--- src/rtl/maxpool_stream_if.sv ---
// Valid/ready stream bundle around the max-pool stage: the sample stream
// entering from the convolution block and the pooled stream leaving it.
interface maxpool_stream_if #(
  parameter int T = 16
);
  logic signed [T-1:0] x_data;
  logic                x_valid;
  logic                x_ready;
  logic signed [T-1:0] y_data;
  logic                y_valid;
  logic                y_ready;
  logic                y_last;

  // Surrounding logic: produces samples and consumes pooled results
  modport master (
    output x_data, x_valid, y_ready,
    input  x_ready, y_data, y_valid, y_last
  );

  // Pool stage: consumes samples and produces pooled results
  modport slave (
    input  x_data, x_valid, y_ready,
    output x_ready, y_data, y_valid, y_last
  );
endinterface

--- src/rtl/maxpool_stream.sv ---
// Streaming 1-D max-pool: signed max over non-overlapping windows of POOL
// samples, frame-aware (SIZE_IN samples per frame, short tail window emitted).
// A single output register (full flag = y_valid) sits between the window
// accumulator and the downstream consumer.
module maxpool_stream #(
  parameter int T       = 16,
  parameter int POOL    = 2,
  parameter int SIZE_IN = 16
) (
  input  logic            clk,
  input  logic            reset,
  maxpool_stream_if.slave pool_if
);

  localparam int WCW = (POOL > 1) ? $clog2(POOL) : 1;
  localparam int ICW = (SIZE_IN > 1) ? $clog2(SIZE_IN) : 1;

  localparam logic [WCW-1:0] WIN_LAST = WCW'(POOL - 1);
  localparam logic [ICW-1:0] IN_LAST  = ICW'(SIZE_IN - 1);

  // Signed max; on a tie the running value is kept.
  function automatic logic signed [T-1:0] max_s(input logic signed [T-1:0] a,
                                                input logic signed [T-1:0] b);
    return (b > a) ? b : a;
  endfunction

  logic [WCW-1:0]      win_cnt;
  logic [ICW-1:0]      in_cnt;
  logic signed [T-1:0] acc;
  logic signed [T-1:0] y_data_p1;
  logic                y_last_p1;
  logic                vld_p1;

  logic                accept;
  logic                drain;
  logic                win_end;
  logic                frame_end;
  logic                closing_pos;
  logic                close;
  logic signed [T-1:0] win_max;

  // Handshake decode and the value the window would hold after this sample
  always_comb begin
    win_end     = (win_cnt == WIN_LAST);
    frame_end   = (in_cnt == IN_LAST);
    closing_pos = win_end || frame_end;
    // Only a window-closing sample needs the output register, so only it stalls.
    pool_if.x_ready = !(vld_p1 && !pool_if.y_ready && closing_pos);
    accept      = pool_if.x_valid && pool_if.x_ready;
    drain       = vld_p1 && pool_if.y_ready;
    close       = accept && closing_pos;
    win_max     = (win_cnt == '0) ? pool_if.x_data : max_s(acc, pool_if.x_data);
  end

  // Stage p0: window/frame position counters and running max
  always_ff @(posedge clk or posedge reset) begin
    if (reset) begin
      win_cnt <= '0;
      in_cnt  <= '0;
      acc     <= '0;
    end else if (accept) begin
      acc     <= win_max;
      win_cnt <= closing_pos ? '0 : win_cnt + WCW'(1);
      in_cnt  <= frame_end ? '0 : in_cnt + ICW'(1);
    end
  end

  // Stage p1: output register; reload on close wins over drain (no bubble)
  always_ff @(posedge clk or posedge reset) begin
    if (reset) begin
      vld_p1    <= 1'b0;
      y_data_p1 <= '0;
      y_last_p1 <= 1'b0;
    end else if (close) begin
      vld_p1    <= 1'b1;
      y_data_p1 <= win_max;
      y_last_p1 <= frame_end;
    end else if (drain) begin
      vld_p1    <= 1'b0;
    end
  end

  assign pool_if.y_valid = vld_p1;
  assign pool_if.y_data  = y_data_p1;
  assign pool_if.y_last  = y_last_p1;

endmodule

--- src/flat_wrapper.sv ---
// flat-port wrapper written by rule: the top's interface ports become plain ports
module maxpool_stream_flat 
#(
  parameter int T       = 16,
  parameter int POOL    = 2,
  parameter int SIZE_IN = 16
)
  (clk, reset, pool_if_x_data, pool_if_x_valid, pool_if_y_ready, pool_if_x_ready, pool_if_y_data, pool_if_y_valid, pool_if_y_last);
  maxpool_stream_if #(.T(T)) pool_if_i ();
  input  logic clk;
  input  logic reset;
  input wire logic [$bits(pool_if_i.x_data)-1:0] pool_if_x_data;
  input wire logic [$bits(pool_if_i.x_valid)-1:0] pool_if_x_valid;
  input wire logic [$bits(pool_if_i.y_ready)-1:0] pool_if_y_ready;
  output wire logic [$bits(pool_if_i.x_ready)-1:0] pool_if_x_ready;
  output wire logic [$bits(pool_if_i.y_data)-1:0] pool_if_y_data;
  output wire logic [$bits(pool_if_i.y_valid)-1:0] pool_if_y_valid;
  output wire logic [$bits(pool_if_i.y_last)-1:0] pool_if_y_last;
  assign pool_if_i.x_data = pool_if_x_data;
  assign pool_if_i.x_valid = pool_if_x_valid;
  assign pool_if_i.y_ready = pool_if_y_ready;
  assign pool_if_x_ready = pool_if_i.x_ready;
  assign pool_if_y_data = pool_if_i.y_data;
  assign pool_if_y_valid = pool_if_i.y_valid;
  assign pool_if_y_last = pool_if_i.y_last;
  maxpool_stream #(.T(T), .POOL(POOL), .SIZE_IN(SIZE_IN)) u_core (.clk(clk), .reset(reset), .pool_if(pool_if_i));
endmodule
--- config.mk ---
export PLATFORM = sky130hd
export DESIGN_NAME = maxpool_stream_flat
export DESIGN_NICKNAME = d
export VERILOG_FILES = /design/src/rtl/maxpool_stream_if.sv /design/src/rtl/maxpool_stream.sv /design/src/flat_wrapper.sv
export SDC_FILE = /design/constraint.sdc
export NUM_CORES = 1
export LEC_CHECK = 0
export ABC_AREA = 0
export BUFFER_PORTS_ARGS = -buffer_cell sky130_fd_sc_hd__buf_2
export CAP_MARGIN = 20
export CORE_AREA = 2 2 71 73
export DETAILED_ROUTE_END_ITERATION = 8
export DIE_AREA = 0 0 73 75
export GPL_TIMING_DRIVEN = 0
export PLACE_DENSITY = 0.73
export SYNTH_ARGS = -nofsm -noshare
export SYNTH_HDL_FRONTEND = slang
export SYNTH_SLANG_ARGS = --single-unit
--- constraint.sdc ---
create_clock -name clk -period 2.4 [get_ports clk]
set_input_delay 0.36 -clock clk [delete_from_list [all_inputs] [get_ports clk]]
set_output_delay 0.36 -clock clk [all_outputs]
set_load 0.005 [all_outputs]
**Word level (Yosys, flattened, before mapping)**

Index checks and enable logic that the tools add are counted.

- Bits in registers: 39
- Latch bits: 0
- Bits in writable memories: 0
- Memory bits (read-only): 0
- Bits of input ports: 20
- Output and inout port bits: 19
- Memories: 0

- Add/sub/neg operators: 2
- $mul: 0
- Div/mod/pow operators: 0
- Order comparisons: 1
- Eq/ne operators: 1
- Shift operators: 0
- Mux-type cells: 6
- Bitwise logic cells: 0
- Reduce and logical (&&, ||, !) cells: 9

Operators by type and width:

| cell | count |
|---|---|
| 2-to-1 mux 16 bit | 2 |
| greater-than comparator 16 bit | 1 |
| logical AND 1 bit | 5 |
| adder 4 x 1 -> 4 bit (second input constant) | 1 |
| equality test 4 bit (second input constant) | 1 |
| 2-to-1 mux 4 bit | 1 |
| 2-to-1 mux 1 bit | 3 |
| zero test 1 bit | 2 |
| nonzero test 2 bit | 1 |
| adder 1 bit (second input constant) | 1 |
| logical OR 1 bit | 1 |

**Depth between registers and ports, before layout**

Gate-level depths: netlist (run 1).

- Depth in word-level cells: 7
- Gate-level depth with buffers: 8

**Worst setup path after synthesis (run 1)**

Ideal clock, no wire load.

- Kind: register to register
- Start point: register u_core.acc[6]
- End point: register u_core.acc[0]
- Data arrival time: 2230 ps
- Required time: 2275 ps
- Slack: 45 ps
- Cell stages (with the launch flop): 9
- Path buffers: 1
- Period minus slack after synthesis: 2355 ps
- Cells stage by stage: dfrtp_1 inv_1 ha_1 and4_1 a221oi_1 a311oi_4 o211ai_4 buf_6 mux2_4

- Longest elaborated chain between the ends: 3

Ends and longest elaborated chain:

| what | line | text |
|---|---|---|
| from (decl) | maxpool_stream.sv:29 | `logic signed [T-1:0] acc;` |
| from (signal assigned) | maxpool_stream.sv:62 | `acc <= win_max;` |
| greater-than comparator 16 bit | maxpool_stream.sv:24 | `return (b > a) ? b : a;` |
| 2-to-1 mux 16 bit | maxpool_stream.sv:24 |  |
| 2-to-1 mux 16 bit | maxpool_stream.sv:52 | `win_max = (win_cnt == '0) ? pool_if.x_data : max_s(acc, pool_if.x_data);` |

No other way between the ends.
A chain may end at the register's enable or synchronous reset.

**Worst setup path after layout (run 1)**

- Start point: register u_core.acc[3]
- End point: register u_core.acc[8]

Same word-level chain as after synthesis.

==> flow_metrics.py, run 1 <==
metrics = {
    "layout": {
        "seq_area_um2": 975.9,
        "post-route-util": 0.6040,
        "fin_area_mm2": 0.002815,
        "fin_nets": 304,
        "diodes": 0,
        "syn2layout_area_growth_pct": 24.86,
        "n_fill_cell": 387,
        "multiInputGateArea_mm2": 0.001256,
        "drive_gt1_frac": 0.3470,
    },
    "floorplan": {
        "start_util": 0.4838,
        "core_area_mm2": 0.004661,
        "die_x_um": 73,
        "rows": 25,
        "die_y_um": 75,
        "die-area_mm2": 0.005475,
        "boundaryPins": 39,
    },
    "sta": {
        "hold_viol_final": 0,
        "setup_viol": 0,
        "fin_crit_ps": 2347,
        "skew_ps": 6.356,
        "fin_crit_sh": 0.9780,
        "max_freq_mhz": 426.0,
        "final_max_slew_viol_count": 0,
        "timing.hold.ws_ps": 214.2,
        "worst_slew_pin_slew_ps": 830.5,
        "slew_headroom": 0.4455,
    },
    "global_routing": {
        "grt_pass1_wl_um": 8542,
        "antenna_found_initial": 0,
        "grt_max_degree": 40,
        "grt_remaining_overflow": 0,
        "grt_util_all_layers": 0.2036,
        "grt_pass1_vias": 1842,
    },
    "cts": {
        "cts_made_buffers": 5,
        "cts_root_buf": "clkbuf_8",
        "htreeDepth": 2,
        "cts.sinks": 39,
        "cts_tree": "done",
        "clockBufferDepth": 2,
        "holdBufCountCts": 0,
        "insertion_delay_ps": 300,
        "clk_pin_slew_ps": 80,
    },
    "routing": {
        "dr_total_vias": 1845,
        "avgRoutedWirePerCell_um": 16.46,
        "drc": 0,
        "drt-pass1-iter-count": 4,
        "drt_iter0_drc": 72,
        "drt_wl_total_um": 5300,
        "antenna_left": 0,
        "via_per_inst": 5.730,
    },
    "placed_design": {
        "gp_congestion": 0.7916,
        "dpl_cell_area_mm2": 0.002512,
        "dp_hpwl_um": 3422,
        "io_buffers": 38,
    },
    "power": {
        "pwr-share-clk": 0.149,
        "swShare": 0.3830,
        "switchingPower_uw": 1290,
        "p_seq_frac": 0.351,
        "p_int_uw": 2078,
        "finalPower_uw": 3368,
        "ir_worst_vdd_mv": 0.5574,
        "power_frac_comb": 0.500,
        "cellPowerDensity_mw_per_mm2": 1196,
        "p_leak_uw": 0.001322,
    },
    "run": {
        "drv_cap": 0,
    },
    "worst_hold_path": {
        "hp-class": "input port to async pin",
    },
    "critical_path": {
        "worstSetupEndpointType": "flip-flop",
        "r2r_start": "u_core.acc[3]$_DFFE_PP0P_",
        "criticalPathCategory": "flip-flop to flip-flop",
        "cpPeakStageDelay_ps": 410,
        "ff2ff_path_depth": 8,
        "crit_slowest_cell": "dfrtp_1",
        "cp_data_arrival_time_ps": 2530,
        "cp-start-kind": "flip-flop",
        "r2r_slack_ps": 50,
        "crit_path_cell_trace": "inv_2 > ha_4 > a21o_1 > a221oi_4 > a311oi_4 > o211ai_4 > clkbuf_16 > mux2_4",
        "crit_required_ps": 2580,
        "regToRegEndpoint": "u_core.acc[8]$_DFFE_PP0P_",
        "crit_path_max_fanout": 5,
    },
    "logic_synthesis": {
        "synth_most_common_cell": "dfrtp_1",
        "synth_edf_count": 0,
        "ys.flop_type": "dfrtp_1",
        "synthCells": 213,
        "synth.yosys.seq_area_share": 0.4329,
        "yosys.area.top_type": "dfrtp_1",
        "syn_nets": 250,
        "syn_avg_cell_area_um2": 10.59,
        "synth_commonest_cells": "dfrtp_1, nand2_1, inv_1, ha_1, o2111ai_1",
        "ys_ff_latch": 39,
        "synth_area_leaders": "dfrtp_1, ha_1, mux2_4, o2111ai_1, nand2_1",
        "synth_top_area_share": 0.4329,
        "ys_warn_count": 0,
        "netlist_area_mm2": 0.002255,
        "synth-async-reset-ratio": 1.000,
        "yosysUniqueCellTypes": 35,
    },
    "status": {
        "status": "complete, no violations",
    },
}
-- sequential cells by signal, summed over array words and instances, names as in the netlist --
name / flops
u_core.acc: 16
u_core.in_cnt: 4
u_core.pool_if.y_data: 16
u_core.pool_if.y_last: 1
u_core.pool_if.y_valid: 1
u_core.win_cnt: 1
-- per-stage QoR --
stage	std cells	setup WS [ps]	setup TNS [ps]
6_report	322	52.69	0
4_1_cts	316	9.304	0
3_5_place_dp	305	-284.6	-5591
5_1_grt	322	-11.77	-44.33
2_1_floorplan	213	45.20	0
3_3_place_gp	305	-266.3	-5117
-- worst max-delay path by stage --
stage | slack, ps | from | cells past startpoint | end
finish | 50 | u_core.acc[3]$_DFFE_PP0P_ | 8 | u_core.acc[8]$_DFFE_PP0P_
global route | -10 | u_core.acc[6]$_DFFE_PP0P_ | 8 | u_core.acc[1]$_DFFE_PP0P_
CTS | 9 | u_core.acc[7]$_DFFE_PP0P_ | 8 | u_core.acc[0]$_DFFE_PP0P_
detailed placement | -280 | pool_if_x_data[7] | 8 | u_core.acc[9]$_DFFE_PP0P_
global placement | -270 | pool_if_x_data[7] | 8 | u_core.acc[8]$_DFFE_PP0P_
floorplan | 50 | u_core.acc[6]$_DFFE_PP0P_ | 8 | u_core.acc[0]$_DFFE_PP0P_
-- cell families after synthesis --
kind of cell             count (synthesis)  synth area share
AND/OR/NAND/NOR                         56            0.1132
buffers and inverters                   29           0.05216
XOR/XNOR                                 1          0.003885
adder cells (fa/ha/maj)                 17           0.09434
AO/OA/AOI/OAI                           53            0.1970
flip-flops                              39            0.4329
multiplexers                            18            0.1065
-- critical path: cells and delay by family, from the launching register on --
family,cells,cell delay (ps)
mux,1,290
compound gates,4,1030
fa+ha+maj,1,200
flops,1,410
buf+inv,2,310
-- power groups by stage --
stage,Combinational [µW],Clock [µW],Sequential [µW]
floorplan,997,0,1170
global placement,1370,0,1180
detailed placement,1400,0,1200
CTS,1440,503,1180
global route,1860,535,1230
finish,1680,502,1180
-- per-layer routing --
layer,part of all wire,track usage,vias to the layer above
met1,0.44,0.2611,896
met5,0,0,-
li1,-,-,888
met3,0.046,0.04150,13
met4,0.022,0.07613,0
met2,0.50,0.3413,48
-- cells in the final DEF, fill, tap and decap left out, types with 8 or more instances in the layout --
master | synthesis | final
o211ai_1 | 16 | 16
mux2_2 | 8 | 8
mux2_4 | 10 | 10
nand2_1 | 38 | 38
o2111ai_1 | 17 | 16
inv_1 | 18 | 16
dfrtp_1 | 39 | 39
ha_1 | 17 | 14
buf_2 | 1 | 38
-- area by class of cell --
| cell class | instances | share of cell area |
|---|---|---|
| multi-input combinational | 145 | 0.4462 |
| sequential | 39 | 0.3467 |
| timing repair buffer | 48 | 0.1031 |
| clock buffer | 8 | 0.03556 |
| inverter | 18 | 0.02400 |
| tap | 54 | 0.02400 |
| buffer | 10 | 0.02044 |
-- what timing repair did --
| action | CTS | global route |
|---|---|---|
| setup buffers | 4 | 5 |
| gates resized for setup | 4 | 18 |
| cloned | 0 | 1 |
| pin swaps | 2 | 4 |
| endpoints found under the setup margin | 26 | 32 |
(Power assumes the default switching activity.)
==> run 2, diff against run 1 <==
--- a/config.mk
+++ b/config.mk
@@ -8,11 +8,13 @@
 export ABC_AREA = 0
 export BUFFER_PORTS_ARGS = -buffer_cell sky130_fd_sc_hd__buf_2
 export CAP_MARGIN = 20
-export CORE_AREA = 2 2 71 73
+export CELL_PAD_IN_SITES_DETAIL_PLACEMENT = 0
+export CELL_PAD_IN_SITES_GLOBAL_PLACEMENT = 1
+export CORE_AREA = 2 2 80 82
 export DETAILED_ROUTE_END_ITERATION = 8
-export DIE_AREA = 0 0 73 75
+export DIE_AREA = 0 0 82 84
 export GPL_TIMING_DRIVEN = 0
-export PLACE_DENSITY = 0.73
+export PLACE_DENSITY_LB_ADDON = 0.1
 export SYNTH_ARGS = -nofsm -noshare
 export SYNTH_HDL_FRONTEND = slang
 export SYNTH_SLANG_ARGS = --single-unit
==> run 2 against run 1 <==
  * Final cell count grew 7.8%
  * Non-clock buffer count grew 4
  * Via count is essentially flat
  * Core utilization shrank 13 points
  * Register-to-register slack is essentially flat
  * Die area grew 26%
==> flow_metrics.py, run 2 (synthesis gave the netlist of run 1 again) <==
metrics = {
    "sta": {
        "final_max_slew_viol_count": 0,
        "hold_viol_final": 0,
        "setup_ws_ps": 50.85,
        "rsz0062_at_grt": "true",
        "worst_slew_pin_slew_ps": 868.3,
        "max_freq_mhz": 425.7,
        "skew_ps": 4.624,
        "fin_crit_sh": 0.9788,
        "slew_headroom": 0.4203,
        "setup_viol": 0,
        "fin_crit_ps": 2349,
    },
    "cts": {
        "cts_root_buf": "clkbuf_8",
        "cts_made_buffers": 5,
        "cts.sinks": 39,
        "clk_pin_slew_ps": 70,
        "insertion_delay_ps": 290,
        "htreeDepth": 2,
        "clockBufferDepth": 2,
        "holdBufCountCts": 0,
        "cts_tree": "done",
    },
    "critical_path": {
        "criticalPathCategory": "flip-flop to flip-flop",
        "worstSetupEndpointType": "flip-flop",
        "cp_data_arrival_time_ps": 2530,
        "cpPeakStageDelay_ps": 370,
        "r2r_slack_ps": 50,
        "crit_family": "compound AO/OA/AOI/OAI gates",
        "crit_path_cell_trace": "inv_1 > ha_1 > and4_4 > a221oi_4 > a311oi_4 > buf_4 > o211ai_4 > buf_6 > buf_16 > mux2_4",
        "worst-path-buf-inv": 4,
        "cp-start-kind": "flip-flop",
        "crit_path_max_fanout": 5,
        "crit_slowest_cell": "dfrtp_1",
        "crit_required_ps": 2580,
    },
    "floorplan": {
        "boundaryPins": 39,
        "die-area_mm2": 0.006888,
        "start_util": 0.3699,
        "core_area_mm2": 0.006096,
        "die_x_um": 82,
        "rows": 29,
        "die_y_um": 84,
    },
    "global_routing": {
        "antenna_found_initial": 0,
        "grt_remaining_overflow": 0,
        "grt_pass1_wl_um": 9515,
        "grt_pass1_vias": 1896,
        "grt_max_degree": 40,
        "grt_util_all_layers": 0.1798,
    },
    "worst_hold_path": {
        "hp-class": "input port to async pin",
    },
    "layout": {
        "fin_nets": 308,
        "drive_gt1_frac": 0.3593,
        "layout_commonest_cell": "dfrtp_1",
        "syn2layout_area_growth_pct": 26.86,
        "instances_no_fill": 347,
        "diodes": 0,
        "mostFrequentLayoutCells": "dfrtp_1, nand2_1, buf_2",
    },
    "power": {
        "cellPowerDensity_mw_per_mm2": 1169,
        "p_leak_uw": 0.001328,
        "ir_worst_vdd_mv": 0.3880,
    },
    "placed_design": {
        "io_buffers": 38,
        "place_ws_ps": -306.8,
        "gp_congestion": 0.7777,
        "dp.cells": 328,
        "dp_hpwl_um": 3776,
    },
    "routing": {
        "drc": 0,
        "drt_iter0_drc": 77,
        "via_per_inst": 5.314,
        "drt-pass1-iter-count": 4,
        "drt_wl_total_um": 5680,
        "dr_total_vias": 1844,
        "antenna_left": 0,
        "avgRoutedWirePerCell_um": 16.37,
    },
    "status": {
        "status": "complete, no violations",
    },
    "run": {
        "drv_cap": 0,
    },
}
==> run 2: layer usage <==
layer / global-route usage / vias up / wire (µm)
li1: - / 895 / -
met1: 0.2419 / 913 / 2661
met2: 0.2912 / 30 / 2754
met3: 0.03247 / 6 / 197
met4: 0.05303 / 0 / 66
met5: 0 / - / 0
==> run 2: layout make-up <==
class,count,area [µm²]
fillers,643,3236
multi-input cells,145,1267
flip-flops and latches,39,975.9
repair buffers,51,315.3
well taps,77,96.34
clock buffers,6,72.57
inverters,18,67.56
plain buffers,11,65.06
==> run 2: worst register-to-register path, stage by stage (launching register included) <==
cell and delay, ps:
dfrtp_1 370, inv_1 50, ha_1 300, and4_4 180, a221oi_4 260, a311oi_4 120, buf_4 160, o211ai_4 220
buf_6 150, buf_16 120, mux2_4 290
==> run 2: path summary, 6_finish.rpt <==
path	endpoint	cells past startpoint	from
max in group asynchronous	u_core.pool_if.y_data[2]$_DFFE_PP0P_	2	reset
max	u_core.acc[3]$_DFFE_PP0P_	10	u_core.acc[5]$_DFFE_PP0P_
min	u_core.pool_if.y_data[12]$_DFFE_PP0P_	2	reset
max reg2reg	u_core.acc[3]$_DFFE_PP0P_	10	u_core.acc[5]$_DFFE_PP0P_
min in group clk	u_core.acc[12]$_DFFE_PP0P_	2	pool_if_x_data[12]
min reg2reg	u_core.pool_if.y_data[13]$_DFFE_PP0P_	2	u_core.pool_if.y_data[13]$_DFFE_PP0P_
==> run 2: through the flow <==
step	cell area [µm²]	util	hold slack [ps]	total power (µW)	setup TNS, ps
detailed placement	2541	0.4169	490.7	2618	-5964
global placement	2541	0.4169	478.2	2611	-6182
global route	2860	0.4692	310.6	3636	-246.4
finish	2860	0.4692	239.1	3345	0
CTS	2771	0.4546	290.2	3252	-109.7
floorplan	2255	-	465.7	2169	0
==> run 2: power by group <==
| part | switching [µW] | internal [µW] |
|---|---|---|
| registers | 204 | 974 |
| logic | 855 | 888 |
| clock network | 229 | 194 |
==> run 2: repair_timing <==
item                       in CTS  in global routing
resized for setup              10                 15
setup buffers                   9                  3
cloned                          1                  0
pin swaps                       3                  5
setup endpoints to repair      26                 26
